==> src/rtl/soc_ahb_pkg.sv <==
// soc_ahb_pkg: shared AHB-Lite encodings and byte-lane mask helper
package soc_ahb_pkg;
  typedef enum logic [1:0] {
    HTRANS_IDLE   = 2'b00,
    HTRANS_BUSY   = 2'b01,
    HTRANS_NONSEQ = 2'b10,
    HTRANS_SEQ    = 2'b11
  } htrans_t;
  localparam logic [2:0] HSIZE_BYTE = 3'd0;
  localparam logic [2:0] HSIZE_HALF = 3'd1;
  localparam logic [2:0] HSIZE_WORD = 3'd2;
  function automatic logic [3:0] byte_mask(input logic [2:0] size, input logic [1:0] addr);
    return size == HSIZE_BYTE ? 4'b0001 << addr :
           size == HSIZE_HALF ? (addr[1] ? 4'b1100 : 4'b0011) : 4'b1111;
  endfunction
endpackage

==> src/rtl/ahb_sram_ctrl.sv <==
// ahb_sram_ctrl: zero-wait-state AHB-Lite to single-port SRAM bridge with a one-entry write buffer
module ahb_sram_ctrl
  import soc_ahb_pkg::*;
#(
  parameter int AW = 16
) (
  input  logic          HCLK,
  input  logic          HRESETn,
  input  logic          HSEL,
  input  logic [31:0]   HADDR,
  input  logic [1:0]    HTRANS,
  input  logic [2:0]    HSIZE,
  input  logic          HWRITE,
  input  logic [31:0]   HWDATA,
  input  logic          HREADY,
  output logic          HREADYOUT,
  output logic          HRESP,
  output logic [31:0]   HRDATA,
  input  logic [31:0]   SRAMQ,
  output logic          SRAMCEN,
  output logic          SRAMGWEN,
  output logic [3:0]    SRAMBEN,
  output logic [AW-3:0] SRAMA,
  output logic [31:0]   SRAMD
);
  logic          valid, rd_ap, wr_ap, direct, flush, load, hit;
  logic          wr_pend, rd_pend, buf_valid;
  logic [AW-3:0] wr_addr, rd_addr, buf_addr;
  logic [3:0]    wr_mask, buf_mask;
  logic [31:0]   buf_data;
  logic          unused;
  assign unused = &{1'b0, HADDR[31:AW], HTRANS[0]};
  assign HREADYOUT = 1'b1;
  assign HRESP     = 1'b0;
  // A read address phase always owns the SRAM port; pending writes yield to it via the buffer.
  assign valid  = HRESETn & HSEL & HREADY & HTRANS[1];
  assign rd_ap  = valid & ~HWRITE;
  assign wr_ap  = valid & HWRITE;
  assign flush  = buf_valid & ~rd_ap;
  assign load   = wr_pend & (rd_ap | buf_valid);
  assign direct = wr_pend & ~rd_ap & ~buf_valid;
  assign hit    = buf_valid & (buf_addr == rd_addr);
  // Capture address-phase information for the following data phase
  always_ff @(posedge HCLK or negedge HRESETn)
    if (!HRESETn) begin
      wr_pend <= 1'b0;
      rd_pend <= 1'b0;
      wr_addr <= '0;
      wr_mask <= '0;
      rd_addr <= '0;
    end else if (HREADY) begin
      wr_pend <= wr_ap;
      rd_pend <= rd_ap;
      if (wr_ap) begin
        wr_addr <= HADDR[AW-1:2];
        wr_mask <= byte_mask(HSIZE, HADDR[1:0]);
      end
      if (rd_ap) rd_addr <= HADDR[AW-1:2];
    end
  // Write buffer: reload takes precedence over clear so flush-and-refill works in one cycle
  always_ff @(posedge HCLK or negedge HRESETn)
    if (!HRESETn) begin
      buf_valid <= 1'b0;
      buf_addr  <= '0;
      buf_mask  <= '0;
      buf_data  <= '0;
    end else if (load) begin
      buf_valid <= 1'b1;
      buf_addr  <= wr_addr;
      buf_mask  <= wr_mask;
      buf_data  <= HWDATA;
    end else if (flush) begin
      buf_valid <= 1'b0;
    end
  // SRAM port: read strobe, buffer flush, direct write, or idle
  always_comb begin
    SRAMCEN  = ~(rd_ap | flush | direct);
    SRAMGWEN = ~(flush | direct);
    SRAMBEN  = flush ? ~buf_mask : direct ? ~wr_mask : 4'hF;
    SRAMA    = rd_ap ? HADDR[AW-1:2] : flush ? buf_addr : direct ? wr_addr : '0;
    SRAMD    = flush ? buf_data : direct ? HWDATA : '0;
  end
  // Read data: SRAM word overlaid with any still-buffered bytes of the same word
  for (genvar b = 0; b < 4; b++) begin : g_lane
    assign HRDATA[8*b+:8] = !rd_pend ? 8'h00 :
                            (hit & buf_mask[b]) ? buf_data[8*b+:8] : SRAMQ[8*b+:8];
  end
endmodule

==> config.mk <==
export PLATFORM = sky130hd
export DESIGN_NAME = ahb_sram_ctrl
export DESIGN_NICKNAME = d
export VERILOG_FILES = /design/src/rtl/soc_ahb_pkg.sv /design/src/rtl/ahb_sram_ctrl.sv
export SDC_FILE = /design/constraint.sdc
export NUM_CORES = 1
export LEC_CHECK = 0
export CAP_MARGIN = 30
export CORE_MARGIN = 2
export CORE_UTILIZATION = 43
export DETAILED_ROUTE_END_ITERATION = 6
export GPL_TIMING_DRIVEN = 0
export PLACE_DENSITY = 0.89
export SLEW_MARGIN = 25
export SYNTH_ARGS = -nofsm -noshare
export SYNTH_HDL_FRONTEND = slang
export SYNTH_SLANG_ARGS = --single-unit
==> constraint.sdc <==
create_clock -name HCLK -period 2.8 [get_ports HCLK]
set_clock_uncertainty 0.05 [all_clocks]
set_input_delay 0.7 -clock HCLK [delete_from_list [all_inputs] [get_ports HCLK]]
set_output_delay 0.7 -clock HCLK [all_outputs]
set_load 0.01 [all_outputs]
# Word-level counts from Yosys, hierarchy flattened
# Cells that the tools add are included.
# W data, S select, Z words.
[op_classes]
eq_ne = 2
shifts = 1
mux = 20
bitwise = 25
n_reduce_logical = 4
[op_table]
columns = ["cell", "count"]
rows = [
  ["$mux W32", 2],
  ["$mux W8", 8],
  ["$mux W14", 3],
  ["$mux W4", 5],
  ["$and A1 B1 Y1", 14],
  ["$eq A14 B14 Y1", 1],
  ["$not A4 Y4", 2],
  ["$not A1 Y1", 5],
  ["$or A1 B1 Y1", 4],
  ["$reduce_and A2 Y1", 2],
  ["$shl A1 B2 Y4 const A", 1],
  ["$eq A3 B1 Y1 const B", 1],
  ["$logic_not A3 Y1", 1],
  ["$mux W1", 2],
  ["$reduce_bool A2 Y1", 1],
]
[totals]
regBits = 85
output_inout_bits = 86

# Depth between registers and ports, before layout
[depth]
ltp_word = 10
depth_mapped = 7
mapped_depth_nobuf = 5

# Worst setup path before layout
# Ideal clock, no wire load.
[synth_timing]
path_type = "in2out"
from = "input port HTRANS[1]"
to = "output port SRAMBEN[0]"
arrival_time_ns = 1.860
path_slack_ns = 0.190
cell_stages = 7
path_buffers = 3
cell_sequence = "nand4_1 -> or2_1 -> buf_2 -> and2_1 -> buf_2 -> buf_2 -> a22oi_1"
[synth_between]
elab_chain_len = 7
word_cells_on_any_way = 8
cone_classes = "mux: 2; bitwise: 6"
[synth_rtl]
columns = ["element", "line", "source"]
rows = [
  ["start: declaration", "ahb_sram_ctrl.sv:11", "input logic [1:0] HTRANS,"],
  ["$and A1 B1 Y1 *", "ahb_sram_ctrl.sv:36", "assign valid = HRESETn & HSEL & HREADY & HTRANS[1];"],
  ["$and A1 B1 Y1 *", "ahb_sram_ctrl.sv:37", "assign rd_ap = valid & ~HWRITE;"],
  ["$not A1 Y1 *", "ahb_sram_ctrl.sv:39, ahb_sram_ctrl.sv:41", ""],
  ["$and A1 B1 Y1 (2 in series)", "ahb_sram_ctrl.sv:41", "assign direct = wr_pend & ~rd_ap & ~buf_valid;"],
  ["$mux W4", "ahb_sram_ctrl.sv:79", "SRAMBEN = flush ? ~buf_mask : direct ? ~wr_mask : 4'hF;"],
  ["$mux W4 *", "ahb_sram_ctrl.sv:79", ""],
  ["end: declaration", "ahb_sram_ctrl.sv:22", "output logic [3:0] SRAMBEN,"],
]
# Mark *: on every way between the ends. The rest lies on a longest branch, timed or not.

# Worst setup path after layout
[layout_timing]
from = "register buf_addr[0]"
to = "output port HRDATA[16]"
[layout_between]
elab_chain_len = 5
[layout_rtl]
columns = ["element", "line", "source"]
rows = [
  ["start: declaration", "ahb_sram_ctrl.sv:28", "logic [AW-3:0] wr_addr, rd_addr, buf_addr;"],
  ["start signal: assignment", "ahb_sram_ctrl.sv:69", "buf_addr <= wr_addr;"],
  ["$eq A14 B14 Y1", "ahb_sram_ctrl.sv:42", "assign hit = buf_valid & (buf_addr == rd_addr);"],
  ["$and A1 B1 Y1", "ahb_sram_ctrl.sv:42", ""],
  ["$and A1 B1 Y1", "ahb_sram_ctrl.sv:86", "(hit & buf_mask[b]) ? buf_data[8*b+:8] : SRAMQ[8*b+:8];"],
  ["$mux W8", "ahb_sram_ctrl.sv:86", ""],
  ["$mux W8", "ahb_sram_ctrl.sv:85", "assign HRDATA[8*b+:8] = !rd_pend ? 8'h00 :"],
  ["end: declaration", "ahb_sram_ctrl.sv:18", "output logic [31:0] HRDATA,"],
]
# No other way between the ends.

==> metrics.md <==
| Metric | Value |
|---|---|
| Status | `finished with violations` |
| Failing checks | `negative setup slack` |
| Placer congestion estimate | `0.826` |
| First-pass GRT wire length | `24700 um` |
| RSZ-0062 raised after global routing | `true` |
| Power Density | `435 nW/um2` |
| DP HPWL | `11300 um` |
| Final nets | `772` |
| Leak | `3.28 nW` |
| R2R setup slack | `1120 ps` |
| Final instance area | `6900 um2` |
| Area of the multi-input gates | `2330 um2` |
| Die extent in x | `108 um` |
| Slew headroom | `0.560` |
| Fmax | `323 MHz` |
| Core ar. | `10400 um2` |
| GRT Overall Usage | `0.279` |
| DRT Wirelength | `16700 um` |
| Max-slew violations | `0` |
| R2R Path End | `buf_addr[3]$_DFFE_PN0P_` |
| Sw power | `0.927 mW` |
| R2R depth | `3` |
| Largest net degree at the start of global routing | `46` |
| Antenna cells | `0` |
| Initial antenna violation count | `0` |
| H-tree levels | `3` |
| Fin crit period | `3100 ps` |
| Area after DPL | `6540 um2` |
| Area Growth Syn to Fin | `49.0%` |
| Initial core utilization | `0.445` |
| Switching Share | `0.309` |
| Top cell type's share of synthesized area | `0.459` |
| # setup viols final | `32` |
| Max-capacitance violation count | `0` |
| DR vias | `4713` |
| Final hold violation count | `0` |
| Syn avg cell area | `10.2 um2` |
| Share of cells above drive strength 1 | `0.370` |
| Hold Crit Class | `in2async` |
| DR iter-0 viols | `266` |
| Setup ws final | `-297 ps` |
| TritonCTS Sinks | `85` |
| #FFs+latches synth | `85` |
| Synthesized netlist cell count | `453` |
| Post-CTS Hold Fix Bufs | `0` |
| Largest area contributor in the netlist | `dfrtp_1` |
| Worst EP required | `2050 ps` |
| Post-Syn Nets | `559` |
| Distinct cells, synth | `33` |
| Tcrit/Tclk final | `1.11` |
| Clock group share of total power | `0.273` |
| DRT antenna net count | `0` |
| Die area | `11600 um2` |
| Ys flop type | `dfrtp_1` |
| Count of flip-flops with a built-in enable after synthesis | `0` |
| Max FO, Critical Path | `10` |
| Arrival time worst endpoint | `2350 ps` |
| CTS Buf Count | `9` |
| Routed WL per cell | `20.6 um` |
| Internal | `2.08 mW` |
| Critical Path Start Type | `register` |
| Clock slew at reported path FFs | `90 ps` |
| Crit end category | `output pin` |
| Worst Setup Path Type | `reg2out` |
| Register area | `2130 um2` |
| Ys async rst share | `1.00` |
| # IOs | `192` |
| Die H | `108 um` |
| DRT Pass-1 Iters | `5` |
| Worst-case clock buffer depth | `2` |
| # fillers | `830` |
| Gate power share | `0.231` |
| Sequential-to-total area share from yosys stat | `0.459` |
| Post-route DRC | `0` |
| Peak supply drop | `0.000288 V` |
| Input/output buffers | `172` |
| Total global routing overflow | `0` |
| Routed vias/inst | `5.84` |
| Seq pwr share | `0.497` |
| Vias in the first global route | `4757` |
| Final Total Pwr | `3.00 mW` |
| Worst skew pair latency | `360 ps` |
| Setup_tns | `-7380 ps` |
| Reg2reg start | `buf_valid$_DFFE_PN0P_` |
| Synth area leaders | `dfrtp_1, mux2_2, a22o_1` |
| Std cell rows | `37` |
| CTS tree | `done` |
| Root buffer cell | `clkbuf_8` |
| Final Util | `0.663` |
| YS warnings | `0` |
| Synth Cell Area | `4630 um2` |
| Hold WS | `194 ps` |
| Worst-margin pin slew | `660 ps` |
-- how the worst max path moves through the flow --
stage                       startpoint    endpoint  depth (start not counted)
3_5_place_dp                    HREADY   SRAMD[30]                          7
6_report       buf_addr[0]$_DFFE_PN0P_  HRDATA[16]                          8
5_1_grt        buf_addr[0]$_DFFE_PN0P_  HRDATA[16]                          8
2_1_floorplan                HTRANS[1]  SRAMBEN[0]                          7
4_1_cts         rd_addr[2]$_DFFE_PN0P_  HRDATA[14]                          8
3_3_place_gp                   HRESETn   SRAMD[18]                          7
-- logic make-up (layout without fill, tap and decap cells) --
group / after synthesis / after routing / synth area share
other cells: 2 / 2 / 0.00162
mux: 65 / 65 / 0.158
flops: 85 / 85 / 0.459
simple gates: 97 / 98 / 0.107
buf+inv: 48 / 265 / 0.0567
compound gates: 145 / 145 / 0.197
xor+xnor: 11 / 11 / 0.0208
-- critical path, stage by stage, from the launching register on --
cell     delay, ps
dfrtp_1        410
xor2_1         180
nor4_2         390
and4_1         250
buf_6          140
buf_8          130
nand4_1        120
a21oi_2        190
buf_2          170
-- cell type report --
cell class | count | area share
plain buffers | 40 | 0.0551
clock buffers | 9 | 0.0179
clock inverters | 7 | 0.00834
inverters | 6 | 0.00326
multi-input cells | 321 | 0.338
flip-flops and latches | 85 | 0.308
well taps | 136 | 0.0246
repair buffers | 203 | 0.245
-- registers in the layout, summed over array words and instances, names as in the netlist --
| name | count |
|---|---|
| buf_valid | 1 |
| rd_addr | 14 |
| buf_addr | 14 |
| wr_pend | 1 |
| buf_data | 32 |
| wr_addr | 14 |
| rd_pend | 1 |
| wr_mask | 4 |
| buf_mask | 4 |
-- layer usage --
metal,vias up,track usage,part of all wire
met4,0,0.111,0.028
met5,-,0,0
met2,263,0.496,0.51
met1,2290,0.323,0.38
met3,41,0.0672,0.090
li1,2119,-,-
-- synthesized netlist by cell type (2+ instances only) --
master,number
dfrtp_1,85
mux2_2,65
o21ai_0,53
nand2_1,42
nand4_1,38
a21oi_1,36
a22o_1,32
a22oi_1,18
clkbuf_1,17
buf_2,15
xor2_1,9
inv_1,6
nor2_1,5
clkbuf_4,4
nand2b_1,4
buf_8,3
buf_4,2
conb_1,2
nor3_2,2
xnor2_1,2
-- per-stage QoR --
stage               setup slack, ps  cells
floorplan                       190    453
global placement              -4230    761
detailed placement            -1270    762
CTS                            -213    805
global route                   -375    807
finish                         -297    807
-- power groups by stage --
stage          registers, mW  clock network (mW)  logic, mW
6_report                1.49               0.819      0.693
3_5_place_dp            1.51                   0      0.623
3_3_place_gp            1.49                   0      0.596
5_1_grt                 1.51               0.892      0.738
4_1_cts                 1.48               0.830      0.675
2_1_floorplan           1.47                   0      0.317
-- layout by cell type (no fill, tap or decap), drive strengths merged, types with 2 or more instances in the layout --
cell type / count
buf: 121
dfrtp: 85
clkdlybuf4s50: 83
mux2: 65
o21ai: 54
nand2: 42
nand4: 38
clkbuf: 37
a21oi: 36
a22o: 32
a22oi: 18
xor2: 9
inv: 8
dlygate4sd2: 5
nor2: 5
nand2b: 4
clkdlybuf4s15: 4
clkinv: 3
nor3: 3
xnor2: 2
and2: 2
conb: 2
clkinvlp: 2
bufbuf: 2
-- what timing repair did --
| item | 4_1_cts | 5_1_grt |
|---|---|---|
| pin swaps | 39 | 18 |
| buffers inserted | 20 | 3 |
| endpoints found under the hold margin | 0 | 0 |
| cloned | 9 | 0 |
| setup endpoints to repair | 84 | 81 |
| gates resized for setup | 403 | 33 |
No activity file was read; power rests on OpenSTA's default activity.
